$ cat src/rtl/inst_fetch_ctrl.sv
// Program sequencer for the NECPU instruction ROM. Holds the PC, presents it
// as the ROM address, and registers each fetched word into a one-entry
// valid/ready stage for decode. Handles execute redirects and end of program.
module inst_fetch_ctrl #(
  parameter int unsigned        ADDR_W   = 32,
  parameter int unsigned        INST_W   = 32,
  parameter logic [ADDR_W-1:0]  RESET_PC = '0,
  parameter logic [ADDR_W-1:0]  PROG_LEN = ADDR_W'(11)
) (
  input  logic              clk,
  input  logic              rst_n,
  input  logic              en,
  output logic [ADDR_W-1:0] rom_addr,
  input  logic [INST_W-1:0] rom_inst,
  output logic [INST_W-1:0] inst_out,
  output logic [ADDR_W-1:0] inst_pc,
  output logic              inst_valid,
  input  logic              inst_ready,
  input  logic              redirect_valid,
  input  logic [ADDR_W-1:0] redirect_pc,
  output logic              done,
  output logic [31:0]       issue_count
);

  typedef enum logic [1:0] {
    S_IDLE,
    S_RUN,
    S_DRAIN,
    S_DONE
  } state_t;

  state_t              state_q;
  logic [ADDR_W-1:0]   pc_q;
  logic [INST_W-1:0]   inst_q;
  logic [ADDR_W-1:0]   ipc_q;
  logic                valid_q;
  logic                done_q;
  logic [31:0]         cnt_q;
  logic [31:0]         cnt_d;
  logic                transfer;
  logic                slot_free;
  logic                in_prog;

  // Handshake qualifiers and saturating issue counter next value.
  always_comb begin
    transfer  = valid_q && inst_ready;
    slot_free = !valid_q || inst_ready;
    in_prog   = (pc_q < PROG_LEN);
    cnt_d     = cnt_q;
    if (transfer && (cnt_q != '1)) begin
      cnt_d = cnt_q + 32'd1;
    end
  end

  // Sequencer FSM: PC, output stage, done flag and issue counter.
  always_ff @(posedge clk) begin
    if (!rst_n) begin
      state_q <= S_IDLE;
      pc_q    <= RESET_PC;
      inst_q  <= '0;
      ipc_q   <= '0;
      valid_q <= 1'b0;
      done_q  <= 1'b0;
      cnt_q   <= '0;
    end else begin
      // A transfer is counted even when a redirect flushes the stage.
      cnt_q <= cnt_d;
      if (redirect_valid) begin
        pc_q <= redirect_pc;
        if (state_q != S_IDLE) begin
          valid_q <= 1'b0;
          done_q  <= 1'b0;
          state_q <= S_RUN;
        end
      end else begin
        unique case (state_q)
          S_IDLE: begin
            if (en) begin
              state_q <= S_RUN;
            end
          end
          S_RUN: begin
            if (!in_prog) begin
              state_q <= S_DRAIN;
              if (transfer) begin
                valid_q <= 1'b0;
              end
            end else if (en && slot_free) begin
              inst_q  <= rom_inst;
              ipc_q   <= pc_q;
              valid_q <= 1'b1;
              pc_q    <= pc_q + ADDR_W'(1);
            end else if (transfer) begin
              valid_q <= 1'b0;
            end
          end
          S_DRAIN: begin
            if (transfer) begin
              valid_q <= 1'b0;
            end
            if (!valid_q || transfer) begin
              state_q <= S_DONE;
              done_q  <= 1'b1;
            end
          end
          S_DONE: begin
            done_q <= 1'b1;
            if (transfer) begin
              valid_q <= 1'b0;
            end
          end
          default: state_q <= S_IDLE;
        endcase
      end
    end
  end

  assign rom_addr    = pc_q;
  assign inst_out    = inst_q;
  assign inst_pc     = ipc_q;
  assign inst_valid  = valid_q;
  assign done        = done_q;
  assign issue_count = cnt_q;

endmodule

$ cat config.mk
export PLATFORM = sky130hd
export DESIGN_NAME = inst_fetch_ctrl
export DESIGN_NICKNAME = d
export VERILOG_FILES = /design/src/rtl/inst_fetch_ctrl.sv
export SDC_FILE = /design/constraint.sdc
export NUM_CORES = 1
export LEC_CHECK = 0
export CORE_MARGIN = 2
export CORE_UTILIZATION = 45
export DETAILED_ROUTE_END_ITERATION = 8
export GPL_ROUTABILITY_DRIVEN = 0
export PLACE_DENSITY = 0.82
export SLEW_MARGIN = 10
export SYNTH_ARGS = -nofsm -noshare
export SYNTH_HDL_FRONTEND = slang
export SYNTH_SLANG_ARGS = --single-unit
$ cat constraint.sdc
create_clock -name clk -period 2.4 [get_ports clk]
set_input_delay 0.24 -clock clk [delete_from_list [all_inputs] [get_ports clk]]
set_output_delay 0.24 -clock clk [all_outputs]
set_load 0.1 [all_outputs]
* Yosys cells after proc, flatten, opt, wreduce, memory -nomap -nowiden
Cells that the tools add are included.
** Cells by class
- Add/sub/neg operators :: 2
- $lt $le $gt $ge :: 1
- Eq/ne operators :: 8
- Mux-type cells :: 19
- Bitwise operators :: 1
- Reductions and logical operators :: 20
** Operator list (number)
- two-way mux 32 bit :: 4
- adder 32 x 1 -> 32 bit, second input constant :: 2
- less-than comparator 32 x 4 -> 1 bit, second input constant :: 1
- != test 32 bit, second input constant :: 1
- two-way mux 2 bit :: 5
- != test 3 bit, second input constant :: 3
- nonzero test 2 bit :: 4
- two-way mux 1 bit :: 7
- case mux 2 bit (3 select lines) :: 1
- AND reduction 3 bit :: 2
- nonzero test 3 bit :: 2
- AND reduction 5 bit :: 1
- equality test 2 bit, second input constant :: 2
- case mux 1 bit (2 select lines) :: 2
- AND reduction 4 bit :: 1
- nonzero test 4 bit :: 1
- logical AND 1 bit :: 3
- equality test 2 x 1 -> 1 bit, second input constant :: 1
- zero test 2 bit :: 1
- logical OR 1 bit :: 2
- != test 2 x 1 -> 1 bit, second input constant :: 1
- AND reduction 2 bit :: 1
- OR reduction 2 bit :: 1
- zero test 1 bit :: 1
- NOT 1 bit :: 1
** Storage, ports and cells
- Register bits :: 132
- Output and inout bits :: 130

* Depth between registers and ports, before layout
- Depth after elaboration :: 7
- Gate-level depth with buffers :: 7

* Least setup slack after synthesis
Ideal clock, no wire load.
- Kind :: register -> register
- Start point :: register cnt_q[3], in the netlist issue_count[3]
- End point :: register cnt_q[3], in the netlist issue_count[3]
- Arrival time :: 2479 ps
- Data required time :: 2272 ps
- Slack :: -206 ps
- Stages on the path, launching flop included :: 7
- Buffers on the path :: 1
- Cell sequence :: dfxtp_1 nand4_1 or3_1 buf_2 o31ai_4 xor2_1 nor2_1
** On the way
- Cells in the longest elaborated chain, start to end :: 2
** Ends and longest elaborated chain
- from (decl) :: RTL line 38 : logic [31:0] cnt_q;
- from (signal assigned) :: RTL line 67 : cnt_q <= cnt_d;
- parallel branches: the longest is 2 deep, another holds adder 32 x 1 -> 32 bit
Several ways; the timed one is not identified.
A chain may end at the register's enable or synchronous reset.

* Worst setup path in the final report
- Start point :: register pc_q[0], in the netlist rom_addr[0]
- End point :: register inst_q[17], in the netlist inst_out[17]
** On the way
- Cells in the longest elaborated chain, start to end :: 2
** Ends and longest elaborated chain
- from (decl) :: RTL line 33 : logic [ADDR_W-1:0] pc_q;
- from (signal assigned) :: RTL line 69 : pc_q <= redirect_pc;
- from (signal assigned) :: RTL line 92 : pc_q <= pc_q + ADDR_W'(1);
- less-than comparator 32 x 4 -> 1 bit :: RTL line 48 : in_prog = (pc_q < PROG_LEN);
- AND reduction 4 bit (no line)
- to (signal assigned) :: RTL line 89 : inst_q <= rom_inst;
- to (decl) :: RTL line 34 : logic [INST_W-1:0] inst_q;
Every way passes these cells.

==> impl_results.md <==
* Distinct cells, synth at 48
* Dpl cells at 914
* Async SR Flop Fraction at 0%
* Area Overhead vs Synth at 42.79%
* Filler Cell Count at 983
* Layout Cells excl Fill at 946
* Worst Skew at 0.008718 ns
* Fin. max-slew vios at 0
* Post-Route WL at 14610 um
* CP max stage cell: nor4_4
* CP required at 2.74 ns
* I/O Buffers at 198
* Residual DRC at 0
* Hold path depth at 3
* FP Rows at 40
* Initial antenna violation count at 0
* CP Class: reg2reg
* Clock Sinks at 132
* Total negative slack at 0 ns
* Initial Util at 46.48%
* Static Leak at 3.281 nW
* Post-Syn Nets at 648
* First-pass GRT wire length at 23200 um
* Max Fclk at 457.8 MHz
* Top cells by count, synth: 132 x dfxtp_1, 51 x nand2_1, 40 x nor2_1
* CP cell instances: ha_1 -> o21ai_0 -> nand4_2 -> nor4_4 -> buf_12 -> nand3_2 -> o21ai_2
* Post-Syn Instances at 572
* Avg WL per Cell at 15.44 um
* Num CTS Buffers at 17
* Warnings from Yosys at 0
* Grt ovf at 0
* Most common cell in the netlist: dfxtp_1
* Overall routing resource usage at 21.75%
* Status: finished clean
* Pin count of the biggest net entering global routing at 114
* Core area at 12110 sq um
* Layout cell share with drive strength beyond 1 at 35.73%
* Crit-path max FO at 33
* Peak supply drop at 504.3 uV
* Seq cells post-synth at 132
* Sequential cell area at 2666 sq um
* Routed Antenna Nets at 0
* Synth Cell Area at 5629 sq um
* Clock Latency Late Sink at 0.41 ns
* PwrDens at 691.8 nW/um^2
* HP Class: in2reg
* Top_reg_cell synth: dfxtp_1
* Endpoints failing setup at 0
* Ranking of synthesized cells by area: dfxtp_1 47%, nand3_2 6.0%, mux2i_1 5.3%
* Chip width at 115.8 um
* Worst setup SP type: register
* Ports at 199
* Post-synth EDFFs at 0
* Post-DP HPWL at 10510 um
* H-tree Lvls at 4
* Antenna Cells at 0
* Share of the synthesized area in the top cell type at 46.94%
* Worst-margin pin slew at 1.173 ns
* Slew headroom at 21.77%
* Min cycle time layout at 2.184 ns
* Clock buffer depth at 2
* Height of the die at 115.8 um
* WP data arrival at 2.53 ns
* Seq/Total Area, Yosys at 46.94%
* CTS clock-pin slew for the worst setup and hold paths at 0.06 ns
* Multi-input logic area at 2763 sq um
* CTS tree: yes
* Critical Path Sink Type: register
* Area leader, netlist: dfxtp_1
* R2R depth at 7
* Via Count at 4987
* Initial drt markers at 326
* Vias in the first global route at 4849
* CP max stage delay at 0.47 ns
* Drt pass-1 iters at 5
* Final Cycle Share at 91.02%
* Max-cap violations at 0
* DIE AREA at 13420 sq um
* Setup bufs post-CTS at 0
* RSZ-0062 raised after global routing: no
* Hold Buf Count CTS at 0
* Hold Fails Final Rpt at 0
* Avg Vias per Cell at 5.272
* Clk root buf: clkbuf_16
* Mean Syn Cell Area at 9.841 sq um
* # resized after CTS at 0
* Final nets at 841
[worst paths after layout]
path / start / endpoint / slack (ns)
setup / recovery: rom_addr[0] / inst_out[17] / 0.22
hold / removal: redirect_valid / inst_valid / 0.25
setup reg to reg: rom_addr[0] / inst_out[17] / 0.22
hold reg to reg: inst_out[14] / inst_out[14] / 0.46
[power by group]
| part | leakage, nW | switching [mW] | total [mW] | internal [mW] |
|---|---|---|---|---|
| clock | 0.291 | 0.961 | 2.63 | 1.67 |
| sequential | 1.08 | 0.0474 | 2.28 | 2.23 |
| combinational | 1.91 | 0.425 | 0.649 | 0.224 |
[cell families after synthesis]
family,Yosys count,synth area share (%)
muxes,30,5.335
and+or+nand+nor,239,27.25
buffers and inverters,44,3.978
adders and majority gates,7,1.556
xor gates and xnor gates,7,1.089
DFF,132,46.94
AOI/OAI and AO/OA,113,13.85
[stage by stage]
stage / utilization (%) / instance area [sq um] / setup slack [ns] / hold slack, ns / power [mW]
after floorplan: - / 5653 / 0.004603 / 0.3610 / 2.751
after global placement: 61.28 / 7422 / 0.2437 / 0.4428 / 2.957
after detailed placement: 61.28 / 7422 / 0.1176 / 0.4521 / 2.972
after CTS: 66.36 / 8038 / 0.1695 / 0.2185 / 5.605
after global routing: 66.36 / 8038 / 0.006330 / 0.2647 / 5.743
final: 66.36 / 8038 / 0.2156 / 0.2541 / 5.560
[critical path: cells and delay by family (launching register included)]
kind,cells,cell delay [ns]
and+or+nand+nor,3,0.86
AOI/OAI and AO/OA,2,0.37
DFF,1,0.35
buffers and inverters,1,0.30
adders and majority gates,1,0.23
[layout make-up]
type	count	area share, %
multi-input cells	396	34.37
flip-flops and latches	132	33.17
repair buffers	207	21.67
clock buffers	22	6.149
well taps	168	2.615
clock inverters	10	1.510
inverters	11	0.5137
[cell usage in the layout (no fill, tap or decap), types with 3 or more instances in the layout]
cell,instances
nor3_1,3
o21ai_1,3
nor4_2,3
nor4_1,3
nand2b_1,3
inv_1,9
nand3_1,11
ha_1,7
nand4_1,14
or3_1,17
buf_4,138
clkbuf_8,5
mux2i_1,30
nor4_4,5
clkinvlp_4,4
and3_1,28
nor2_1,40
nand2_1,51
xnor2_1,5
clkdlybuf4s50_1,66
o21ai_2,34
o31ai_1,7
nand3_2,34
or4_1,6
dfxtp_2,19
and2_1,5
clkbuf_16,17
a21oi_1,31
and4_1,7
o21ai_0,25
dfxtp_1,113
[state kept, by name (all words and copies together) (netlist names)]
signal and cells:
rom_addr 32, issue_count 32, done 1, inst_valid 1
inst_pc 32, inst_out 32, state_q 2
[metal layers]
metal  wire length (um)  track usage (%)  part of all wire [%]
met1               6169            25.93                    42
met2               6902            35.67                    47
met3               1354            8.944                   9.3
met4                181            7.302                   1.2
met5                  0                0                     0
No activity file was read; power rests on OpenSTA's default activity.
